--- config.mk ---
export PLATFORM = sky130hd
export DESIGN_NAME = gemm_ex_ctl_p
export DESIGN_NICKNAME = d
export VERILOG_FILES = /design/src/rtl/gemm_ex_ctl_p.sv
export SDC_FILE = /design/constraint.sdc
export NUM_CORES = 1
export LEC_CHECK = 0
export ABC_AREA = 1
export BUFFER_PORTS_ARGS = -buffer_cell sky130_fd_sc_hd__buf_2
export CAP_MARGIN = 20
export CORE_ASPECT_RATIO = 0.9
export CORE_MARGIN = 4
export CORE_UTILIZATION = 23
export CTS_CLUSTER_DIAMETER = 120
export DETAILED_ROUTE_END_ITERATION = 12
export GPL_ROUTABILITY_DRIVEN = 0
export RECOVER_POWER = 50
export SYNTH_ARGS = -nofsm -noshare
export SYNTH_HDL_FRONTEND = slang
export SYNTH_SLANG_ARGS = --single-unit
--- constraint.sdc ---
create_clock -name clk -period 3.7 [get_ports clk]
set_input_delay 0.74 -clock clk [delete_from_list [all_inputs] [get_ports clk]]
set_output_delay 0.74 -clock clk [all_outputs]
set_load 0.01 [all_outputs]
--- src/rtl/gemm_ex_ctl_p.sv ---
// GEMM execution controller: walks ic (inner), dc (row) and oc (output-channel group)
// loops, issuing MAC cycles with input/weight buffer addresses and kernel/sequence pulses.
module gemm_ex_ctl_p #(
  parameter int IW  = 3,
  parameter int DW  = 2,
  parameter int OW  = 1,
  parameter int IAW = 5,
  parameter int WAW = 4
) (
  input  logic           clk,
  input  logic           rst,
  input  logic           s_init,
  input  logic [IW-1:0]  cfg_ic_last,
  input  logic [DW-1:0]  cfg_dc_last,
  input  logic [OW-1:0]  cfg_oc_last,
  input  logic           stall,
  input  logic           out_busy,
  input  logic           outrf,
  output logic           k_init,
  output logic           k_fin,
  output logic           s_fin,
  output logic           exec,
  output logic [IAW-1:0] ia,
  output logic [WAW-1:0] wa,
  output logic           busy
);

  typedef enum logic [2:0] {IDLE, KINIT, EXEC, DRAIN, FIN} state_e;

  state_e         state_q, state_d;
  logic [IW-1:0]  ic_q, ic_d, ic_last_q, ic_last_d;
  logic [DW-1:0]  dc_q, dc_d, dc_last_q, dc_last_d;
  logic [OW-1:0]  oc_q, oc_d, oc_last_q, oc_last_d;
  logic [IAW-1:0] dbase_q, dbase_d, ia_step;
  logic [WAW-1:0] obase_q, obase_d, wa_step;
  logic           kfin_q, kfin_d;

  // Each row / output group occupies ic_last+1 consecutive buffer entries.
  assign ia_step = IAW'(ic_last_q) + IAW'(1);
  assign wa_step = WAW'(ic_last_q) + WAW'(1);

  assign ia    = dbase_q + IAW'(ic_q);
  assign wa    = obase_q + WAW'(ic_q);
  assign busy  = (state_q != IDLE);
  assign k_fin = kfin_q;

  always_comb begin
    state_d   = state_q;
    ic_d      = ic_q;
    dc_d      = dc_q;
    oc_d      = oc_q;
    ic_last_d = ic_last_q;
    dc_last_d = dc_last_q;
    oc_last_d = oc_last_q;
    dbase_d   = dbase_q;
    obase_d   = obase_q;
    kfin_d    = 1'b0;
    k_init    = 1'b0;
    exec      = 1'b0;
    s_fin     = 1'b0;
    case (state_q)
      IDLE: begin
        if (s_init) begin
          ic_last_d = cfg_ic_last;
          dc_last_d = cfg_dc_last;
          oc_last_d = cfg_oc_last;
          ic_d      = '0;
          dc_d      = '0;
          oc_d      = '0;
          dbase_d   = '0;
          obase_d   = '0;
          state_d   = KINIT;
        end
      end
      KINIT: begin
        k_init = !out_busy;
        if (!out_busy) begin
          ic_d    = '0;
          state_d = EXEC;
        end
      end
      EXEC: begin
        exec = !stall;
        if (!stall) begin
          if (ic_q != ic_last_q) begin
            ic_d = ic_q + IW'(1);
          end else begin
            ic_d   = '0;
            kfin_d = 1'b1;
            // Kernel end: advance dc, carrying into oc on dc wrap.
            if (dc_q == dc_last_q) begin
              dc_d    = '0;
              dbase_d = '0;
              oc_d    = (oc_q == oc_last_q) ? '0 : oc_q + OW'(1);
              obase_d = obase_q + wa_step;
            end else begin
              dc_d    = dc_q + DW'(1);
              dbase_d = dbase_q + ia_step;
            end
            state_d = (dc_q == dc_last_q && oc_q == oc_last_q) ? DRAIN : KINIT;
          end
        end
      end
      DRAIN: if (outrf) state_d = FIN;
      FIN: begin
        s_fin   = 1'b1;
        state_d = IDLE;
      end
      default: state_d = IDLE;
    endcase
  end

  always_ff @(posedge clk or negedge rst) begin
    if (!rst) begin
      state_q   <= IDLE;
      ic_q      <= '0;
      dc_q      <= '0;
      oc_q      <= '0;
      ic_last_q <= '0;
      dc_last_q <= '0;
      oc_last_q <= '0;
      dbase_q   <= '0;
      obase_q   <= '0;
      kfin_q    <= 1'b0;
    end else begin
      state_q   <= state_d;
      ic_q      <= ic_d;
      dc_q      <= dc_d;
      oc_q      <= oc_d;
      ic_last_q <= ic_last_d;
      dc_last_q <= dc_last_d;
      oc_last_q <= oc_last_d;
      dbase_q   <= dbase_d;
      obase_q   <= obase_d;
      kfin_q    <= kfin_d;
    end
  end

endmodule

* Yosys cells after proc, flatten, opt, wreduce, memory -nomap -nowiden
Cells that the tools add are included.
** Word-level totals
- Bits in registers :: 25
- Output and inout port bits :: 14
- Word-level logic and storage cells :: 83
** Cells by class
- Add/subtract/negate cells :: 9
- Eq/ne operators :: 13
- Muxes and demuxes :: 39
- Reductions and logical operators :: 12
** Operators by type and width (number)
- two-way mux 3 bit :: 9
- two-way mux 5 bit :: 4
- two-way mux 4 bit :: 4
- != test 2 bit (second input constant) :: 6
- case mux 3 bit (4 select lines) :: 1
- two-way mux 1 bit :: 11
- two-way mux 2 bit :: 5
- case mux 5 bit (2 select lines) :: 1
- AND reduction 5 bit :: 2
- case mux 3 bit (3 select lines) :: 1
- adder 3 x 1 -> 4 bit (second input constant) :: 2
- case mux 4 bit (2 select lines) :: 1
- AND reduction 4 bit :: 2
- equality test 3 x 2 -> 1 bit (second input constant) :: 2
- nonzero test 3 bit :: 2
- adder 5 x 3 -> 5 bit :: 1
- adder 5 x 4 -> 5 bit :: 1
- adder 4 x 3 -> 4 bit :: 1
- adder 4 bit :: 1
- case mux 2 bit (2 select lines) :: 1
- adder 3 x 1 -> 3 bit (second input constant) :: 1
- equality test 3 x 1 -> 1 bit (second input constant) :: 1
- equality test 3 bit (second input constant) :: 1
- zero test 3 bit :: 1
- other kinds (10) :: 11

* Longest topological paths before layout
Gate-level depths: netlist of the first run.
- Word-level depth :: 6
- Depth in mapped cells :: 9

* Least setup slack after synthesis of the first run
OpenSTA, ideal clock, no wires.
- Path kind :: reg2out
- Start :: reg ic_q[0]
- End :: out ia[4]
- Arrival :: 1.411 ns
- Path slack :: 1.549 ns
- Cell stages (with the launch flop) :: 6
- Buffers on the path :: 0
- Cell sequence :: dfrtp_1 -> ha_1 -> inv_1 -> fa_1 -> o22ai_1 -> xor2_1
** On the way
- Cells in the longest elaborated chain, start to end :: 1
** RTL lines
- start: declaration :: RTL line 31 : logic [IW-1:0] ic_q, ic_d, ic_last_q, ic_last_d;
- start signal: assignment :: RTL line 127 : ic_q <= ic_d;
- adder 5 x 3 -> 5 bit :: RTL line 42 : assign ia = dbase_q + IAW'(ic_q);
- end: declaration :: RTL line 23 : output logic [IAW-1:0] ia,
Every way passes these cells.

* Final worst setup path of the first run
Same ends and word-level chain as after synthesis.

==> results of run 1 <==
[routing by layer]
metal  vias to the layer above  routed length [um]  part of all wire  global-route usage
met1                       665                2120              0.55               0.140
met5                         -                   0                 0                   0
met4                         0                  19            0.0049              0.0101
li1                        758                   -                 -                   -
met3                         2                 172             0.044              0.0232
met2                        26                1560              0.40               0.132
[cells by family (layout without fill, tap and decap cells)]
kind of cell / Yosys count / in the layout / synth area share
buffers and inverters: 35 / 60 / 0.0826
adder cells (fa/ha/maj): 18 / 18 / 0.145
XOR/XNOR: 10 / 10 / 0.0499
flip-flops: 25 / 25 / 0.356
multiplexers: 1 / 1 / 0.00641
AO/OA/AOI/OAI: 26 / 26 / 0.0919
AND/OR/NAND/NOR: 102 / 102 / 0.268
[layout make-up]
cell class                 count  area [um2]  share of cell area
clock buffer                   3        41.3              0.0205
clock inverter                 1        5.00             0.00248
tap                           93         116              0.0577
multi-input combinational    157         986               0.489
inverter                      31         119              0.0590
sequential                    25         626               0.310
timing repair buffer          25         123              0.0608
[power groups by stage]
stage | sequential, mW | clock (mW) | combinational [mW]
floorplan | 0.456 | 0 | 0.723
global placement | 0.494 | 0 | 0.897
detailed placement | 0.496 | 0 | 0.910
CTS | 0.494 | 0.172 | 0.918
global route | 0.511 | 0.184 | 1.06
finish | 0.492 | 0.166 | 0.901
[worst max-delay path, cell delays in order (launching register included)]
cell     delay, ns
dfrtp_1       0.46
ha_1          0.21
inv_1         0.06
fa_1          0.40
o22ai_1       0.17
xor2_1        0.15
buf_2         0.14
[final timing paths]
| kind | from | to | slack [ns] | depth (start not counted) |
|---|---|---|---|---|
| worst min-delay path | oc_q | oc_q | 0.48 | 2 |
| max in group asynchronous | rst | ic_last_q[1] | 2.12 | 1 |
| worst max register to register | state_q[0] | dbase_q[0] | 1.89 | 6 |
| worst min register to register | oc_q | oc_q | 0.48 | 2 |
| min in group asynchronous | rst | oc_last_q | 0.77 | 1 |
| worst max-delay path | ic_q[0] | ia[4] | 1.10 | 6 |
[cell usage after synthesis (2+ instances only)]
library cell  instances  area (um2)
nand3_1              22         110
fa_1                  4        80.1
inv_1                27         101
inv_2                 3        11.3
nand3b_1              2        15.0
xor2_1                7        61.3
dfrtp_1              25         626
nor3_1                3        15.0
nand4_1               6        37.5
o21ai_0               5        25.0
nand2_2               7        43.8
buf_2                 2        10.0
nand2_1              46         173
a21oi_1              11        55.1
nor2_1               15        56.3
ha_1                 14         175
o21ai_2               7        61.3
xnor2_1               3        26.3
[placed cells by master, fill, tap and decap left out, drive strengths merged]
cell	n
a21oi	12
buf	23
clkbuf	5
clkinv	1
dfrtp	25
fa	4
ha	14
inv	31
mux2	1
nand2	53
nand3	22
nand3b	2
nand4	6
nor2	16
nor3	3
o21ai	13
o22ai	1
xnor2	3
xor2	7
[registers in the layout (all words and copies together), names as in the netlist]
register / flops
oc_last_q: 1
oc_q: 1
ic_last_q: 3
dbase_q: 5
state_q: 3
ic_q: 3
dc_q: 2
obase_q: 4
k_fin: 1
dc_last_q: 2
[stage by stage]
step	std cells	worst slack [ns]	power, mW	util
floorplan	217	1.55	1.18	-
global placement	331	1.42	1.39	0.273
detailed placement	331	1.38	1.41	0.273
CTS	335	1.08	1.58	0.280
global route	335	0.983	1.76	0.279
finish	335	1.10	1.56	0.279
==> flow_summary_export.csv, run 1 <==
group,metric,value,unit
clocking,cts_setup_buffers,0,
drt,wire_per_inst,11.5,um
power_and_ir_drop,internal_power,0.785,mW
drt,drc_errors,0,
run_status,outcome,"completed",
timing,post-route-period-util,0.703,
global_route,grt_first_pass_wirelength,6.86,mm
synthesis,ys.flop_type,"dfrtp_1",
global_route,grt_overflow,0,
global_route,grt_start_max_net_pins,26,
layout,fin_nets,273,
timing,fmax,384,MHz
clocking,cts_sinks,25,
timing,finalHoldViolCount,0,
die,initial_core_util,0.243,
placement,port_buffers,25,
clocking,cts_resized,0,
synthesis,ys.warnings.count,0,
die,fp-row-count,29,
synthesis,syn_nets,247,
synthesis,synth_edf_count,0,
clocking,numCtsBuffers,3,
die,chipHeight,90.9,um
clocking,clkTransAtPathRegs,0.09,ns
timing,skew,0.00401,ns
layout,drive_gt1_frac,0.194,
drt,vias_per_cell,4.33,
timing,slew_headroom,0.0724,
power_and_ir_drop,power.density,773,nW/um2
critical_path,crit_type,"register to primary output",
clocking,cts_hold_buffers,0,
timing,rsz0062_at_grt,"no",
clocking,clk_latency,0.27,ns
synthesis,synth-seq-cells,25,
global_route,antenna_found_initial,0,
placement,hpwl,3.04,mm
die,core_area,7220,um2
die,dieArea,9100,um2
power_and_ir_drop,p_sw,0.774,mW
drt,drt-total-wl,3.87,mm
timing,tns,0,ns
critical_path,worst_ep_arrival_time,1.86,ns
layout,syn2layout_area_growth,14.7,%
placement,place_area,1970,um2
timing,finalSetupViolCount,0,
clocking,cts_tree,"yes",
critical_path,crit_fanout,6,
clocking,cts-root-buf,"clkbuf_8",
power_and_ir_drop,power_frac_seq,0.316,
run,cap_violations,0,
die,ios,26,
worst_hold_path,min_path_type,"register to register",
timing,slew_viol_final,0,
critical_path,cp-start-kind,"register",
synthesis,synth_seq_area_share,0.356,
power_and_ir_drop,sw_frac_of_total,0.497,
clocking,htreeDepth,1,
synthesis,syn_inst,217,
die,die_w,100,um
synthesis,synthArstFlopShare,1.00,
power_and_ir_drop,clockPowerShare,0.107,
power_and_ir_drop,leakagePower,1.04,nW
layout,antenna_cells,0,
critical_path,cp-end-kind,"primary output",
layout,n_fill_cell,784,
drt,vias,1451,
clocking,clockBufferDepth,2,
synthesis,synth_area,1760,um2
critical_path,worst_ep_required_time,2.96,ns
global_route,grt_usage,0.0911,
timing,whs,0.484,ns
drt,ant_nets,0,
timing,tightest_slew,1.39,ns
global_route,grt_pass1_vias,1444,
timing,period_needed,2.60,ns
layout,design_area,2020,um2
power_and_ir_drop,power_frac_comb,0.578,
power_and_ir_drop,peakVddDrop,0.417,mV
synthesis,syn_area_per_cell,8.10,um2
drt,drt_iter0_drc,69,
drt,drtPass1Iterations,4,
synthesis,synth_cell_type_count,26,
No activity file was read; power rests on OpenSTA's default activity.
==> inputs of run 2 (changes only) <==
clock period = 2.55 ns   (was 3.7 ns; I/O delays follow)
==> run 2 against run 1 <==
Compared with the run above: die area unchanged; critical path depth did not move; sequential power up 45%; largest cell class unchanged.
==> flow_summary_export.csv, run 2 (synthesis gave the netlist of run 1 again) <==
group,metric,value,unit
clocking,clkTransAtPathRegs,0.09,ns
timing,layout_setup_ws,0.169,ns
drt,wire_per_inst,11.7,um
drt,ant_nets,0,
run_status,outcome,"completed",
placement,port_buffers,25,
timing,rsz0062_at_grt,"no",
drt,vias_per_cell,4.26,
global_route,grt_usage,0.0933,
layout,largest_register_ffs,5,
global_route,grt_overflow,0,
worst_hold_path,min_path_type,"input port to register",
global_route,grt_start_max_net_pins,26,
critical_path,crit_type,"register to primary output",
critical_path,worst_ep_arrival_time,1.87,ns
clocking,clockBufferDepth,2,
run,cap_violations,0,
clocking,clk_latency,0.27,ns
die,core_area,7220,um2
drt,drtPass1Iterations,4,
critical_path,cp-end-kind,"primary output",
clocking,cts-root-buf,"clkbuf_8",
placement,place_area,1980,um2
clocking,cts_hold_buffers,0,
global_route,grt_pass1_vias,1426,
placement,dpl_worst_slack,0.459,ns
timing,slew_headroom,0.0767,
die,dieArea,9100,um2
die,initial_core_util,0.243,
die,ios,26,
worst_hold_path,min-delay-start,"cfg_oc_last",
clocking,cts_tree,"yes",
power_and_ir_drop,leakagePower,1.04,nW
layout,reg_top3,"dbase_q: 5 flops, obase_q: 4 flops",
critical_path,startpoint,"ic_q[0]",
clocking,cts_resized,0,
timing,tightest_slew,1.39,ns
power_and_ir_drop,power.density,1130,nW/um2
layout,layout_commonest_cell,"nand2_1",
timing,period_needed,2.38,ns
drt,vias,1431,
layout,n_fill_cell,783,
placement,hpwl,3.13,mm
die,chipHeight,90.9,um
global_route,grt_first_pass_wirelength,6.96,mm
layout,design_area,2020,um2
layout,fin_nets,274,
layout,largest_register,"dbase_q",
drt,drt_iter0_drc,66,
timing,fmax,420,MHz
layout,syn2layout_area_growth,14.9,%
clocking,htreeDepth,1,
power_and_ir_drop,p_total,2.28,mW
critical_path,crit_fanout,6,
critical_path,cp-start-kind,"register",
drt,drt-total-wl,3.93,mm
clocking,numCtsBuffers,3,
critical_path,worst_ep_required_time,2.04,ns
critical_path,r2r-start,"state_q[0]",
timing,slew_viol_final,0,
clocking,cts_sinks,25,
die,fp-row-count,29,
layout,drive_gt1_frac,0.193,
timing,tns,0,ns
die,die_w,100,um
layout,antenna_cells,0,
timing,post-route-period-util,0.934,
timing,finalSetupViolCount,0,
drt,drc_errors,0,
power_and_ir_drop,peakVddDrop,0.595,mV
layout,layout.cells.most_common_list,"nand2_1 (46), inv_1 (27), dfrtp_1 (25), buf_2 (23), nand3_1 (22)",
timing,finalHoldViolCount,0,
global_route,antenna_found_initial,0,
timing,skew,0.00616,ns
clocking,cts_setup_buffers,0,
run 2: changes by cell type in the layout (fill, tap and decap cells not counted), sizes merged:
cell / before / now
clkbuf: 5 / 7
clkinv: 1 / 0
run 2: path summary, 6_finish.rpt:
kind                              end  slack [ns]  cells after the start
min in group asynchronous   oc_last_q        0.53                      1
setup / recovery                ia[4]        0.17                      6
setup reg to reg           dbase_q[4]        0.78                      8
hold reg to reg                  oc_q        0.49                      2
max in group asynchronous     ic_q[1]        1.20                      1
hold / removal              oc_last_q        0.46                      2
run 2: per-layer routing:
layer  GRT usage  part of all wire  vias to the layer above  wire length, um
li1            -                 -                      753                -
met1       0.142              0.53                      637             2100
met2       0.138              0.40                       36             1580
met3      0.0208             0.059                        5              232
met4      0.0101            0.0043                        0               17
met5           0                 0                        -                0
run 2: stage by stage:
step,instances,utilization,hold WS (ns)
final,336,0.280,0.459
after floorplan,217,-,0.214
after CTS,336,0.280,0.246
after global placement,332,0.274,0.462
after detailed placement,332,0.274,0.467
after global routing,336,0.280,0.456
run 2: where the power goes:
| group | total, mW | internal, mW | leakage [nW] | switching [mW] |
|---|---|---|---|---|
| clock network | 0.242 | 0.112 | 0.0228 | 0.130 |
| registers | 0.714 | 0.542 | 0.325 | 0.173 |
| logic | 1.32 | 0.492 | 0.694 | 0.831 |
run 2: worst max-delay path: stages, from the launching register on:
cell     delay (ns)
dfrtp_1        0.46
ha_1           0.20
inv_1          0.06
fa_1           0.41
o22ai_1        0.18
xor2_1         0.15
buf_2          0.14
run 2: layout make-up:
class | instances | area [um2] | share of cell area
Clock buffer | 4 | 45.0 | 0.0223
Sequential cell | 25 | 626 | 0.310
Multi-Input combinational cell | 157 | 986 | 0.489
Timing Repair Buffer | 26 | 126 | 0.0626
Inverter | 31 | 119 | 0.0589
Tap cell | 93 | 116 | 0.0577
==> inputs of run 3 (changes only) <==
GPL_TIMING_DRIVEN = 0   (was not set)
==> run 3 against run 2 <==
Compared with the run above: utilization up 0.29 points; first-iteration DRC count down 4.5%; fmax down 0.64%; die area unchanged; sequential share of layout area down 0.32 points; final area up 1.1%; setup slack worse by 0.015 ns; sequential power down 3%; critical path depth unchanged; via count up 2.2%; clock skew down 0.0047 ns; critical path type unchanged; critical endpoint unchanged.
==> flow_summary_export.csv, run 3 (synthesis gave the netlist of run 1 again) <==
group,metric,value,unit
run,cap_violations,0,
layout,syn2layout_area_growth,16.1,%
layout,ff_latch_area,626,um2
power_and_ir_drop,clockPowerShare,0.106,
power_and_ir_drop,leakagePower,1.06,nW
global_route,antenna_found_initial,0,
layout,design_area,2040,um2
drt,wire_per_inst,11.5,um
layout,largest_register,"dbase_q",
layout,largest_register_ffs,5,
timing,rsz0062_at_grt,"no",
worst_hold_path,worstHoldEndpoint,"oc_last_q",
critical_path,r2r_end,"dbase_q[4]",
clocking,clockBufferDepth,2,
critical_path,worst_ep_required_time,2.04,ns
timing,layout_setup_ws,0.153,ns
timing,period_needed,2.40,ns
placement,port_buffers,25,
clocking,cts_tree,"yes",
die,initial_core_util,0.243,
clocking,cts_resized,0,
power_and_ir_drop,internal_power,1.17,mW
layout,fin_nets,277,
layout,drive_gt1_frac,0.203,
layout,layout_commonest_cell,"nand2_1",
power_and_ir_drop,sw_frac_of_total,0.492,
die,chipHeight,90.9,um
worst_hold_path,worstHoldPathCells,2,
drt,vias,1463,
timing,post-route-period-util,0.940,
placement,place_area,2000,um2
critical_path,r2r-start,"ic_last_q[0]",
power_and_ir_drop,peakVddDrop,0.595,mV
timing,slew_viol_final,0,
clocking,htreeDepth,1,
power_and_ir_drop,power_frac_comb,0.592,
clocking,cts-root-buf,"clkbuf_8",
drt,drtPass1Iterations,4,
critical_path,cp-start-kind,"register",
critical_path,crit_fanout,6,
timing,tns,0,ns
clocking,clkTransAtPathRegs,0.09,ns
clocking,cts_setup_buffers,0,
drt,vias_per_cell,4.32,
clocking,clk_latency,0.27,ns
power_and_ir_drop,power.density,1130,nW/um2
layout,multi_input_area,986,um2
timing,tightest_slew,1.42,ns
timing,slew_headroom,0.0514,
die,fp-row-count,29,
drt,drt_iter0_drc,63,
die,dieArea,9100,um2
die,core_area,7220,um2
global_route,grt_overflow,0,
drt,ant_nets,0,
power_and_ir_drop,power_frac_seq,0.302,
timing,skew,0.00144,ns
timing,fmax,417,MHz
power_and_ir_drop,p_sw,1.13,mW
die,die_w,100,um
global_route,grt_first_pass_wirelength,6.89,mm
die,ios,26,
placement,dpl_worst_slack,0.434,ns
global_route,grt_start_max_net_pins,26,
critical_path,reg2reg_slack,0.85,ns
timing,finalHoldViolCount,0,
critical_path,rr_worst_depth,9,
drt,drc_errors,0,
global_route,grt_pass1_vias,1473,
run_status,outcome,"completed",
critical_path,worst_ep_arrival_time,1.89,ns
clocking,numCtsBuffers,3,
clocking,cts_hold_buffers,0,
worst_hold_path,min_path_type,"input port to register",
clocking,cts_sinks,25,
layout,antenna_cells,0,
layout,n_fill_cell,781,
layout,utilization,0.282,
layout,layout.cells.most_common_list,"nand2_1 (46), inv_1 (27), dfrtp_1 (25), buf_2 (24), nand3_1 (22)",
critical_path,startpoint,"ic_q[0]",
timing,finalSetupViolCount,0,
critical_path,cp-end-kind,"primary output",
critical_path,crit_type,"register to primary output",
placement,hpwl,3.02,mm
drt,drt-total-wl,3.90,mm
layout,reg_top3,"dbase_q: 5 flops, obase_q: 4 flops",
global_route,grt_usage,0.0933,
worst_hold_path,min-delay-start,"cfg_oc_last",
==> run 3: how the worst max path moves through the flow <==
stage / end / slack [ns] / depth (start not counted)
2_1_floorplan: ia[4] / 0.63 / 5
3_3_place_gp: ia[4] / 0.45 / 6
3_5_place_dp: ia[4] / 0.43 / 6
4_1_cts: ia[4] / 0.12 / 6
5_1_grt: ia[4] / 0.05 / 6
6_report: ia[4] / 0.15 / 6
==> run 3: layer usage <==
layer | GRT usage | up-vias | routed length, um
met3 | 0.0239 | 4 | 208
met1 | 0.143 | 662 | 2070
li1 | - | 762 | -
met5 | 0 | - | 0
met4 | 0.0191 | 0 | 38
met2 | 0.131 | 35 | 1580
==> run 3: final cells by class <==
cell class	instances	share of cell area
Buffer	4	0.0123
Multi-Input combinational cell	157	0.483
Timing Repair Buffer	25	0.0601
Inverter	31	0.0583
Clock buffer	4	0.0221
Tap cell	93	0.0571
Sequential cell	25	0.307
==> run 3: power by group through the flow <==
stage / Combinational (mW) / Clock, mW / Sequential, mW
5_1_grt: 1.59 / 0.270 / 0.724
3_5_place_dp: 1.37 / 0 / 0.706
2_1_floorplan: 1.05 / 0 / 0.661
3_3_place_gp: 1.35 / 0 / 0.703
4_1_cts: 1.38 / 0.259 / 0.700
6_report: 1.36 / 0.243 / 0.696
==> run 3: worst max-delay path, stage by stage, from the launching register on <==
cell and delay, ns:
dfrtp_1 0.48, ha_1 0.21, inv_1 0.05, fa_1 0.40, o22ai_1 0.17, xor2_1 0.15, buf_2 0.15
==> run 3: stage by stage <==
stage / power, mW / std cells / hold WS [ns]
global route: 2.58 / 339 / 0.461
finish: 2.30 / 339 / 0.463
floorplan: 1.71 / 217 / 0.214
global placement: 2.05 / 335 / 0.461
CTS: 2.34 / 339 / 0.250
detailed placement: 2.08 / 335 / 0.469
